$ cat config.mk
export PLATFORM = sky130hd
export DESIGN_NAME = seq_divider
export DESIGN_NICKNAME = d
export VERILOG_FILES = /design/src/rtl/div_pkg.sv /design/src/rtl/div_sign_fix.sv /design/src/rtl/seq_divider.sv
export SDC_FILE = /design/constraint.sdc
export NUM_CORES = 1
export LEC_CHECK = 0
export ABC_AREA = 1
export CAP_MARGIN = 20
export CORE_UTILIZATION = 30
export DETAILED_ROUTE_END_ITERATION = 16
export REMOVE_ABC_BUFFERS = 1
export SLEW_MARGIN = 20
export SYNTH_ARGS = -nofsm -noshare
export SYNTH_HDL_FRONTEND = slang
export SYNTH_SLANG_ARGS = --single-unit
$ cat constraint.sdc
create_clock -name clock -period 5.2 [get_ports clock]
set_input_delay 1.04 -clock clock [delete_from_list [all_inputs] [get_ports clock]]
set_output_delay 1.04 -clock clock [all_outputs]
set_load 0.01 [all_outputs]
$ cat src/rtl/div_pkg.sv
// div_pkg: shared state encoding, DIV opcode and counter sizing for seq_divider
package div_pkg;
    typedef enum logic [1:0] {IDLE, ITER, FIX, DONE} state_t;
    localparam logic [4:0] DIV_OPCODE = 5'b10000;
    function automatic int clog2(input int n);
        int r;
        r = 0;
        while ((1 << r) < n) r++;
        return r;
    endfunction
endpackage

$ cat src/rtl/div_sign_fix.sv
// div_sign_fix: conditional two's-complement negate
module div_sign_fix #(parameter int WIDTH = 32) (
    input  logic             neg,
    input  logic [WIDTH-1:0] a,
    output logic [WIDTH-1:0] y
);
    assign y = neg ? -a : a;
endmodule

$ cat src/rtl/seq_divider.sv
// seq_divider: restoring radix-2 divider with start/done handshake; DIV_SIGNED_EN enables signed mode
module seq_divider
    import div_pkg::*;
#(
    parameter int WIDTH = 32
) (
    input  logic             clock,
    input  logic             clear,
    input  logic             start,
    input  logic             signed_mode,
    input  logic [WIDTH-1:0] dividend,
    input  logic [WIDTH-1:0] divisor,
    output logic             busy,
    output logic             done,
    output logic [WIDTH-1:0] quotient,
    output logic [WIDTH-1:0] remainder,
    output logic             div_by_zero
);
    localparam int CW = clog2(WIDTH);
    state_t           state;
    logic [CW-1:0]    cnt;
    logic [WIDTH-1:0] rem, quo, dvs;
    logic [WIDTH-1:0] a_mag, b_mag, q_fix, r_fix;
    logic [WIDTH:0]   sh, trial;
    assign sh    = {rem, quo[WIDTH-1]};
    assign trial = sh - {1'b0, dvs};
`ifdef DIV_SIGNED_EN
    logic neg_q, neg_r;
    div_sign_fix #(.WIDTH(WIDTH)) u_a (.neg(signed_mode & dividend[WIDTH-1]), .a(dividend), .y(a_mag));
    div_sign_fix #(.WIDTH(WIDTH)) u_b (.neg(signed_mode & divisor[WIDTH-1]), .a(divisor), .y(b_mag));
    div_sign_fix #(.WIDTH(WIDTH)) u_q (.neg(neg_q), .a(quo), .y(q_fix));
    div_sign_fix #(.WIDTH(WIDTH)) u_r (.neg(neg_r), .a(rem), .y(r_fix));
    always_ff @(posedge clock or negedge clear) begin
        if (!clear) begin
            neg_q <= 1'b0;
            neg_r <= 1'b0;
        end else if (state == IDLE && start) begin
            neg_q <= signed_mode & (dividend[WIDTH-1] ^ divisor[WIDTH-1]);
            neg_r <= signed_mode & dividend[WIDTH-1];
        end
    end
`else
    logic unused_signed_mode;
    assign unused_signed_mode = signed_mode;
    assign a_mag = dividend;
    assign b_mag = divisor;
    assign q_fix = quo;
    assign r_fix = rem;
`endif
    always_ff @(posedge clock or negedge clear) begin
        if (!clear) begin
            state       <= IDLE;
            cnt         <= '0;
            rem         <= '0;
            quo         <= '0;
            dvs         <= '0;
            busy        <= 1'b0;
            done        <= 1'b0;
            quotient    <= '0;
            remainder   <= '0;
            div_by_zero <= 1'b0;
        end else begin
            done <= 1'b0;
            case (state)
                IDLE: if (start) begin
                    busy        <= 1'b1;
                    cnt         <= CW'(WIDTH - 1);
                    rem         <= '0;
                    quo         <= a_mag;
                    dvs         <= b_mag;
                    div_by_zero <= (divisor == '0);
                    quotient    <= (divisor == '0) ? '1 : '0;
                    remainder   <= (divisor == '0) ? dividend : '0;
                    done        <= (divisor == '0);
                    state       <= (divisor == '0) ? DONE : ITER;
                end
                ITER: begin
                    // negative trial keeps the shifted partial remainder
                    rem   <= trial[WIDTH] ? sh[WIDTH-1:0] : trial[WIDTH-1:0];
                    quo   <= {quo[WIDTH-2:0], ~trial[WIDTH]};
                    cnt   <= cnt - 1'b1;
                    state <= (cnt == '0) ? FIX : ITER;
                end
                FIX: begin
                    quotient  <= q_fix;
                    remainder <= r_fix;
                    done      <= 1'b1;
                    state     <= DONE;
                end
                DONE: begin
                    busy  <= 1'b0;
                    state <= IDLE;
                end
                default: state <= IDLE;
            endcase
        end
    end
endmodule

Yosys cells after proc, flatten, opt, wreduce, memory -nomap -nowiden --
Index checks and enable logic that the tools add are counted.
Word-level totals: register bits after elaboration 170, input port bits 68, output and inout bits 67, logic and storage cells 48
Cells by class: add/sub/neg operators 2, equality and inequality tests 4, muxes and demuxes 21, bitwise operators 1, reductions and logical operators 10
Operator list (count):
- $pmux W32 S2 | 4
- $mux W32 | 7
- $sub A33 B32 Y33 | 1
- $logic_not A32 Y1 | 1
- $pmux W5 S2 | 1
- $pmux W2 S4 | 1
- $reduce_and A2 Y1 | 4
- $mux W2 | 3
- $reduce_bool A2 Y1 | 3
- $logic_not A5 Y1 | 1
- $mux W5 | 1
- $sub A5 B1 Y5 const B | 1
- $eq A2 B2 Y1 const B | 2
- $pmux W1 S2 | 2
- $eq A2 B1 Y1 const B | 1
- $logic_not A2 Y1 | 1
- $mux W1 | 2
- $ne A2 B2 Y1 const B | 1
- $not A1 Y1 | 1

Logic depth before layout (Yosys ltp) --
Gate-level depths: netlist (run 1).
depth after elaboration 4, mapped depth 19, gate-level depth less buffers 18

Least setup slack after synthesis (run 1) --
OpenSTA, ideal clock, no wires.
path type register to register, start point register quo[31], in the netlist q_fix[31], end point register rem[23], in the netlist r_fix[23], setup time 0.117 ns, data arrival time 2.054 ns, required time 5.083 ns, setup slack 3.028 ns, stages on the path, launching flop included 18, buffers on the path 1, clock period less this slack 2.172 ns, path through dfrtp_1 inv_1 ha_1 inv_1 fa_1 nand2_1 nand2_1 nand3_1 nand2_2 nand2_2 nand2_2 nand2_2 nand3_1 nand2_4 buf_6 nand2_1 nand3_1 nand2_1
Between the ends: longest elaborated chain between the ends 3
Ends and longest elaborated chain:
- start: declaration | line seq_divider.sv:22 | logic [WIDTH-1:0] rem, quo, dvs;
- start signal: assignment | line seq_divider.sv:69 | quo <= a_mag;
- start signal: assignment | line seq_divider.sv:80 | quo <= {quo[WIDTH-2:0], ~trial[WIDTH]};
- $sub A33 B32 Y33 | line seq_divider.sv:26 | assign trial = sh - {1'b0, dvs};
- $mux W32 | line seq_divider.sv:79 | rem <= trial[WIDTH] ? sh[WIDTH-1:0] : trial[WIDTH-1:0];
- $pmux W32 S2 | line seq_divider.sv:64 | case (state)
- end signal: assignment | line seq_divider.sv:79
- end: declaration | line seq_divider.sv:22
Every way passes these cells. A chain may end at the register's enable or synchronous reset.

Final worst setup path (run 1) --
start point register quo[31], in the netlist q_fix[31], end point register rem[27], in the netlist r_fix[27]
The elaborated chain is that of the path after synthesis.

==> results of run 1 <==
==> registers in the layout, indices dropped and copies added (netlist names) <==
| name | cells |
|---|---|
| quotient | 32 |
| done | 1 |
| q_fix | 32 |
| dvs | 32 |
| r_fix | 32 |
| remainder | 32 |
| busy | 1 |
| cnt | 5 |
| state | 2 |
| div_by_zero | 1 |
==> metal layers <==
metal | vias to the layer above | track usage (%) | routed length [µm]
li1 | 4506 | - | -
met2 | 184 | 26.94 | 12610
met4 | 0 | 5.400 | 455
met1 | 4155 | 24.33 | 14160
met3 | 26 | 2.971 | 1183
met5 | - | 0 | 0
==> layout make-up <==
| cell class | instances | share of cell area, % |
|---|---|---|
| clock buffers | 19 | 3.530 |
| clock inverters | 13 | 1.173 |
| inverters | 247 | 7.560 |
| multi-input cells | 888 | 36.96 |
| flip-flops and latches | 170 | 34.69 |
| well taps | 442 | 4.509 |
| repair buffers | 143 | 11.58 |
==> cell usage in the layout (no fill, tap or decap), drive strengths merged, types with 20 or more instances in the layout <==
cell type        n
clkdlybuf4s50  132
o221ai          20
nand2          501
a22oi           76
o21ai           53
nand3           55
inv            251
ha              34
dfrtp          170
a21oi           21
nor2            56
==> cells by family after synthesis <==
group / count (synthesis) / share of synthesized area, %
AND/OR/NAND/NOR: 644 / 26.46
buffers and inverters: 299 / 11.78
AO/OA/AOI/OAI: 194 / 13.13
flip-flops: 170 / 42.83
adder cells (fa/ha/maj): 35 / 4.485
XOR/XNOR: 15 / 1.323
==> how the worst max path moves through the flow <==
| stage | endpoint | slack, ns | cells after the start |
|---|---|---|---|
| after floorplan | q_fix[0] | -0.27 | 5 |
| after global placement | q_fix[16] | 2.01 | 7 |
| after detailed placement | q_fix[16] | 1.99 | 7 |
| final | r_fix[27] | 2.13 | 17 |
| after global routing | r_fix[27] | 1.88 | 17 |
| after CTS | r_fix[28] | 2.13 | 17 |
==> metrics by stage <==
step                area, µm²  hold slack, ns  total power, mW
floorplan                9689          0.4529            6.325
global placement        11690          0.4707            8.049
detailed placement      11690          0.4695            8.132
CTS                     12260          0.4910            9.471
global route            12260          0.5057            10.37
finish                  12260          0.4825            9.385
==> power by group <==
part	internal (mW)	switching [mW]
sequential	1.96	0.473
combinational	2.14	3.53
clock	0.713	0.564
total	4.81	4.57
==> worst register-to-register path, stage by stage (launching register included) <==
cell	delay [ns]
dfrtp_1	0.40
inv_1	0.13
ha_1	0.19
inv_1	0.07
fa_1	0.41
nand2_1	0.08
nand2_1	0.09
nand3_1	0.13
nand2_2	0.13
nand2_2	0.09
nand2_2	0.07
nand2_2	0.13
nand3_1	0.13
nand2_4	0.37
nand2_1	0.35
nand2_1	0.14
nand2_1	0.06
nand2_1	0.05
==> run metrics, run 1 <==
crit path max fanout=33; post-route DRC violation count=0; Worst-Margin Slew=0.9099 ns; status=complete, no violations; largest net degree at the start of global routing=87; n_diodes=0; HPWL Detailed=20.63 mm; final net count=1570; Area Overhead vs Synth=23.48%; RR Startpoint=q_fix[31]; DRT antenna net count=0; clk buf depth=2; Cell Area, Synth=9932 µm²; FF/Latch Area=4254 µm²; Clk Tree Root Cell=clkbuf_16; Worst Hold Class=reg2reg; Total Routed Length=28.40 mm; Async SR Flop Fraction=100.0%; Hold EP=busy; multi-input logic area=4533 µm²; fraction of layout cells with a size suffix above 1=4.459%; P_leak=6.414 nW; crit path max-delay cell type=fa_1; Avg Cell Area, Syn=7.319 µm²; Initial DRC Count=562; die extent in x=184.0 µm; fin cells=1922; Syn Inst Count=1357; Reg-to-Reg End=r_fix[27]; Startpoint Class=flip-flop; Die H=184.0 µm; core area=32540 µm²; # resized after CTS=0; Synthesis Warnings=0; Worst-path clk slew=0.07 ns; post-synthesis sequential area ratio=42.83%; ratio of total power to cell area=765.2 nW/µm²; total clock sinks=170; most frequent CP cell=nand2_1; post-synth top area cell=dfrtp_1; Slew headroom=39.34%; Buf+Inv Stages, Crit Path=2; Setup TNS Final=0 ns; PortBufs=133; Placed Cells incl. Taps=1890; Req. time, crit path=5.57 ns; Worst Slack Setup Final=2.125 ns; total track usage=17.31%; # IOs=135; DP Worst Slack=1.994 ns; top-area cell type share of the netlist area=42.83%; Crit path max-delay family=simple AND/OR/NAND/NOR gates; Worst Setup Path Type=reg2reg; Worst R2R Setup Slack=2.13 ns; RSZ-0062 raised after global routing=no; Vias/cell=4.616; global-route wire length before repair=45.80 mm; cts bufs inserted=17; final hold vios=0; Critical path origin=q_fix[31]; crit path time final=3.075 ns; final setup fails=0; Worst Skew=0.01062 ns; dominant synthesized flop cell=dfrtp_1; maximum VDD drop=287.9 µV; vias=8871; number of global-route vias before repair=8708; post-synthesis cell type count=33; die area=33840 µm²; DR WL/cell=14.78 µm; Routability Congestion=0.8685; Rows=66; Post-CTS Setup Inserts=0; GRT Residual Overflow=0; hold path cells=2; CTS tree=yes; Max-Cap Viols=0; crit path capture type=flip-flop; initial antenna violation count=0; H-tree depth=4; Final Cycle Share=59.13%; CP cell instances=inv_1, ha_1, inv_1, fa_1, nand2_1, nand2_1, nand3_1, nand2_2, nand2_2, nand2_2, nand2_2, nand3_1, nand2_4, nand2_1, nand2_1, nand2_1, nand2_1; 1st-pass router iterations=5; WP data arrival=3.45 ns; top-count cell post-synth=nand2_1; Layout Utilization=37.69%; Initial Utilization=30.53%; R2R cell count=17; FILL cells=3482; top cells by area, synth=dfrtp_1 43%, nand2_1 18%, inv_1 9.3%; number of synthesized flops with an enable pin=0; later-pin clock latency in the skew report=0.44 ns; Fmax=325.2 MHz; list of most frequent post-synthesis cells=488 x nand2_1, 246 x inv_1, 170 x dfrtp_1, 76 x a22oi_1, 55 x nand3_1; Final Max Tran Viols=0; crit-path max cell delay=0.41 ns; flip-flop and latch count after synthesis=170; worst hold start=busy; # hold bufs at CTS=0
Note: power is estimated with default switching activity, not from simulation.
==> run 2, diff against run 1 <==
==> constraint.sdc (replaced) <==
create_clock -name clock -period 3.1 [get_ports clock]
set_input_delay 0.62 -clock clock [delete_from_list [all_inputs] [get_ports clock]]
set_output_delay 0.62 -clock clock [all_outputs]
set_load 0.01 [all_outputs]
==> run 2 against run 1 <==
Compared with the run above: power up 70%; count of clock-buffer cells in the layout fell by 1; clock skew barely moved; global-route usage fell by 0.13 points; critical endpoint is now r_fix[17]; largest power group unchanged.
==> run metrics, run 2 (same netlist as run 1, synthesis figures left out) <==
multi-input logic area=4533 µm² (unchanged); PortBufs=133 (unchanged); final net count=1577 (+0.45%); Comb power frac=60.2% (-0.3 points); most frequent cells in the layout=487 x nand2_1, 246 x inv_1, 170 x dfrtp_1, 132 x clkdlybuf4s50_1, 76 x a22oi_1; Die H=184.0 µm (unchanged); Reg-to-Reg End=r_fix[17]; die area=33840 µm² (unchanged); fraction of layout cells with a size suffix above 1=4.913% (+0.45 points); Vias/cell=4.640 (+0.53%); Setup TNS Final=0 ns (unchanged); final hold vios=0 (unchanged); largest net degree at the start of global routing=85 (-2.3%); Final Cycle Share=88.61% (+29 points); core area=32540 µm² (unchanged); crit path max fanout=15 (-55%); clk buf depth=2 (unchanged); die extent in x=184.0 µm (unchanged); Worst-path clk slew=0.07 ns (about the same); post-route DRC violation count=0 (unchanged); GRT Residual Overflow=0 (unchanged); Req. time, crit path=3.41 ns (-2.16 ns); HPWL Detailed=21.21 mm (+2.8%); Clk Tree Root Cell=clkbuf_16; RR Startpoint=q_fix[31]; Internal Power=8.250 mW (+71%); Routability Congestion=0.8932 (+2.8%); # resized after CTS=0 (unchanged); WP data arrival=3.06 ns (-0.39 ns); vias=8946 (+0.85%); total clock sinks=170 (unchanged); FILL cells=3420 (-1.8%); Slew headroom=38.90% (-0.44 points); sequential power share=25.6% (-0.3 points); # IOs=135 (unchanged); CTS tree=yes; R2R cell count=17 (unchanged); crit path capture type=flip-flop; Max-Cap Viols=0 (unchanged); Sw Share=48.13% (-0.58 points); Worst Setup Path Type=reg2reg; Fmax=364.1 MHz (+12%); crit path time final=2.747 ns (-0.3282 ns); Sw Pwr=7.657 mW (+67%); DRT antenna net count=0 (unchanged); Initial DRC Count=543 (-3.4%); final setup fails=0 (unchanged); maximum VDD drop=492.5 µV (+71%); later-pin clock latency in the skew report=0.43 ns (about the same); initial antenna violation count=0 (unchanged); status=complete, no violations; n_diodes=0 (unchanged); global-route wire length before repair=45.71 mm (-0.21%); DP Worst Slack=0.3432 ns (-1.651 ns); Worst-Margin Slew=0.9165 ns (+0.006589 ns); total track usage=17.18% (-0.13 points); H-tree depth=4 (unchanged); Initial Utilization=30.53% (unchanged); hold slack=0.1877 ns (-0.2948 ns); clock share of power=14.2% (+0.6 points); # hold bufs at CTS=0 (unchanged); Final Max Tran Viols=0 (unchanged); cts bufs inserted=17 (unchanged); ratio of total power to cell area=1287 nW/µm² (+68%); Worst Skew=0.01014 ns (-0.0004830 ns); Worst R2R Setup Slack=0.35 ns (-1.77 ns); commonest non-fill, non-tap cell in the layout=nand2_1; Rows=66 (unchanged); Worst Slack Setup Final=0.3532 ns (-1.772 ns); Total Routed Length=28.24 mm (-0.57%); Startpoint Class=flip-flop; Area Overhead vs Synth=24.44%; 1st-pass router iterations=5 (unchanged); Post-CTS Setup Inserts=0 (unchanged); P_leak=6.467 nW (+0.83%); Worst Hold Class=in2async; DR WL/cell=14.65 µm (-0.88%); FF/Latch Area=4254 µm² (unchanged); number of global-route vias before repair=8774 (+0.76%); RSZ-0062 raised after global routing=no
[run 2: worst max path at each step]
stage / start / to / cells after the start
finish: q_fix[31] / r_fix[17] / 17
global route: q_fix[31] / r_fix[12] / 17
CTS: q_fix[31] / r_fix[17] / 17
detailed placement: q_fix[31] / r_fix[17] / 17
global placement: q_fix[31] / r_fix[17] / 16
floorplan: state[1] / remainder[0] / 5
[run 2: metrics by stage]
stage	utilization [%]	cell area, µm²	std cells	total power [mW]
after detailed placement	36.12	11750	1897	13.72
after global placement	36.12	11750	1897	13.56
final	37.99	12360	1928	15.91
after CTS	37.99	12360	1928	16.05
after floorplan	-	9689	1305	10.61
after global routing	37.99	12360	1928	17.56
[run 2: cell type report]
type	count	share of cell area, %
clock inverters	13	1.438
flip-flops and latches	170	34.42
multi-input cells	888	36.68
well taps	442	4.475
clock buffers	18	3.472
inverters	247	7.501
repair buffers	150	12.02
[run 2: metal layers]
layer  track usage [%]  wire, µm  up-vias
met5                 0         0        -
met4             5.133       478        0
met3             2.754      1193       29
met2             26.56     12510      179
met1             24.50     14060     4219
li1                  -         -     4519
[run 2: worst max-delay path: stages, from the launching register on]
cell     delay (ns)
dfrtp_1        0.39
inv_1          0.12
ha_1           0.19
inv_1          0.07
fa_1           0.41
nand2_1        0.08
nand2_1        0.09
nand3_1        0.11
nand2_2        0.12
nand2_2        0.09
nand2_2        0.07
nand2_2        0.12
nand3_1        0.13
nand2_4        0.17
buf_4          0.24
nand2_1        0.07
nand3_1        0.11
nand2_1        0.06
[run 2: power by group through the flow]
stage          combinational, mW  clock (mW)  sequential (mW)
4_1_cts                     9.66        2.30             4.09
6_report                    9.58        2.25             4.08
5_1_grt                     11.0        2.39             4.21
3_5_place_dp                9.60           0             4.11
2_1_floorplan               6.61           0             4.00
3_3_place_gp                9.47           0             4.10
==> run 3, diff against run 2 <==
--- a/config.mk
+++ b/config.mk
@@ -10,7 +10,7 @@
 export CORE_UTILIZATION = 30
 export DETAILED_ROUTE_END_ITERATION = 16
 export REMOVE_ABC_BUFFERS = 1
-export SLEW_MARGIN = 20
+export SLEW_MARGIN = 0
 export SYNTH_ARGS = -nofsm -noshare
 export SYNTH_HDL_FRONTEND = slang
 export SYNTH_SLANG_ARGS = --single-unit
==> constraint.sdc (replaced) <==
create_clock -name clock -period 3.3 [get_ports clock]
set_input_delay 0.66 -clock clock [delete_from_list [all_inputs] [get_ports clock]]
set_output_delay 0.66 -clock clock [all_outputs]
set_load 0.01 [all_outputs]
==> run 3 against run 2 <==
Compared with the run above: wire length is 1.6% higher; core utilization is 0.15 points lower; sequential share of layout area up 0.14 points; largest cell class unchanged; sequential power shrank 5.9%; critical path type unchanged; critical endpoint is now r_fix[25].
==> run metrics, run 3 (same netlist as run 1, synthesis figures left out) <==
DP Worst Slack=0.4303 ns (+0.08712 ns); maximum VDD drop=447.6 µV (-9.1%); Critical path origin=q_fix[31]; HPWL Detailed=21.27 mm (+0.29%); post-route DRC violation count=0 (unchanged); # hold bufs at CTS=0 (unchanged); Die H=184.0 µm (unchanged); Slew headroom=39.79% (+0.89 points); final setup fails=0 (unchanged); vias=8854 (-1.0%); # IOs=135 (unchanged); die area=33840 µm² (unchanged); commonest non-fill, non-tap cell in the layout=nand2_1; n_diodes=0 (unchanged); Final Cycle Share=83.47% (-5.1 points); Worst Slack Setup Final=0.5453 ns (+0.1921 ns); DRT antenna net count=0 (unchanged); Sw Pwr=7.321 mW (-4.4%); status=complete, no violations; H-tree depth=4 (unchanged); final net count=1573 (-0.25%); WP data arrival=3.07 ns (about the same); CTS tree=yes; Total Routed Length=28.69 mm (+1.6%); Clk Tree Root Cell=clkbuf_16; GRT Residual Overflow=0 (unchanged); clk buf depth=2 (unchanged); Routability Congestion=0.9166 (+2.6%); Vias/cell=4.599 (-0.87%); ratio of total power to cell area=1208 nW/µm² (-6.1%); crit path time final=2.755 ns (+0.007876 ns); Initial Utilization=30.53% (unchanged); crit path max fanout=14 (-1); Rows=66 (unchanged); Internal Power=7.550 mW (-8.5%); Worst-path clk slew=0.08 ns (about the same); Max-Cap Viols=0 (unchanged); sequential power share=25.8% (+0.2 points); 1st-pass router iterations=5 (unchanged); Post-CTS Setup Inserts=0 (unchanged); cts bufs inserted=17 (unchanged); core area=32540 µm² (unchanged); clock share of power=13.5% (-0.7 points); multi-input logic area=4533 µm² (unchanged); global-route wire length before repair=46.27 mm (+1.2%); Final Max Tran Viols=0 (unchanged); final hold vios=0 (unchanged); initial antenna violation count=0 (unchanged); Fmax=363.0 MHz (-0.29%); RSZ-0062 raised after global routing=no; total clock sinks=170 (unchanged); Placed Cells incl. Taps=1893 (-0.21%); Area Overhead vs Synth=23.95%; # resized after CTS=0 (unchanged); Startpoint Class=flip-flop; FF/Latch Area=4254 µm² (unchanged); Req. time, crit path=3.62 ns (+0.21 ns); Worst-Margin Slew=0.9031 ns (-0.01337 ns); DR WL/cell=14.90 µm (+1.8%); RR Startpoint=q_fix[31]; Sw Share=49.23% (+1.1 points); fraction of layout cells with a size suffix above 1=4.788% (-0.12 points); Worst Skew=0.01381 ns (+0.003667 ns); die extent in x=184.0 µm (unchanged); fin cells=1925 (-0.16%); total track usage=17.36% (+0.18 points); Worst Hold Class=in2async; Worst Setup Path Type=reg2reg; largest net degree at the start of global routing=85 (unchanged); P_leak=6.448 nW (-0.29%); crit path capture type=flip-flop; PortBufs=133 (unchanged); Comb power frac=60.7% (+0.5 points); Initial DRC Count=579 (+6.6%); FILL cells=3457 (+1.1%); later-pin clock latency in the skew report=0.43 ns (about the same); most frequent cells in the layout=487 x nand2_1, 246 x inv_1, 170 x dfrtp_1, 132 x clkdlybuf4s50_1, 76 x a22oi_1; number of global-route vias before repair=8858 (+0.96%)
==> run 3: cell types whose count changed in the layout (fill, tap and decap cells not counted), moves of 2 or more <==
| cell | delta |
|---|---|
| buf_4 | -4 |
| bufinv_16 | -3 |
| clkinv_8 | +3 |
| clkinvlp_4 | -2 |
| inv_8 | +2 |
==> run 3: cell type report <==
class | count | share of cell area [%]
clock buffer | 18 | 3.567
clock inverter | 14 | 1.209
inverter | 247 | 7.531
tap | 442 | 4.492
timing repair buffer | 146 | 11.82
multi-input combinational | 888 | 36.82
sequential | 170 | 34.56
==> run 3: per-layer routing <==
| metal | track usage [%] | vias up | wire (µm) |
|---|---|---|---|
| li1 | - | 4516 | - |
| met4 | 4.400 | 0 | 402 |
| met5 | 0 | - | 0 |
| met1 | 24.67 | 4131 | 14350 |
| met3 | 2.357 | 22 | 1218 |
| met2 | 27.62 | 185 | 12720 |
==> run 3: worst max-delay path, cell delays in order, from the launching register on <==
cell     delay [ns]
dfrtp_1        0.38
inv_1          0.13
ha_1           0.18
inv_1          0.06
fa_1           0.40
nand2_1        0.08
nand2_1        0.09
nand3_1        0.11
nand2_2        0.11
nand2_2        0.08
nand2_2        0.07
nand2_2        0.12
nand2_2        0.08
nand2_2        0.09
nand2_4        0.13
nand2_1        0.32
nand2_1        0.09
nand2_1        0.07
nand2_1        0.05
==> run 3: power groups by stage <==
stage | combinational, mW | clock (mW) | sequential [mW]
finish | 9.02 | 2.00 | 3.84
global route | 10.3 | 2.13 | 3.96
CTS | 9.08 | 2.05 | 3.84
detailed placement | 9.03 | 0 | 3.87
global placement | 8.87 | 0 | 3.86
floorplan | 6.21 | 0 | 3.75
==> run 3: worst paths after layout <==
check                                 end  slack [ns]  cells past startpoint
max in group asynchronous        r_fix[5]        2.38                      2
worst max-delay path            r_fix[25]        0.55                     18
worst min register to register     dvs[6]        0.49                      2
worst min-delay path            q_fix[24]        0.17                      1
worst max register to register  r_fix[25]        0.55                     18
min in group clock                 dvs[6]        0.49                      2
==> run 3: per-stage QoR <==
| stage | total power, mW | utilization, % | cell area [µm²] | hold WS (ns) | setup TNS [ns] |
|---|---|---|---|---|---|
| finish | 14.87 | 37.84 | 12310 | 0.1677 | 0 |
| global route | 16.40 | 37.84 | 12310 | 0.2034 | 0 |
| CTS | 14.98 | 37.84 | 12310 | 0.1834 | 0 |
| detailed placement | 12.90 | 36.03 | 11720 | 0.4738 | 0 |
| global placement | 12.73 | 36.03 | 11720 | 0.4700 | 0 |
| floorplan | 9.966 | - | 9689 | 0.3644 | -190.52 |
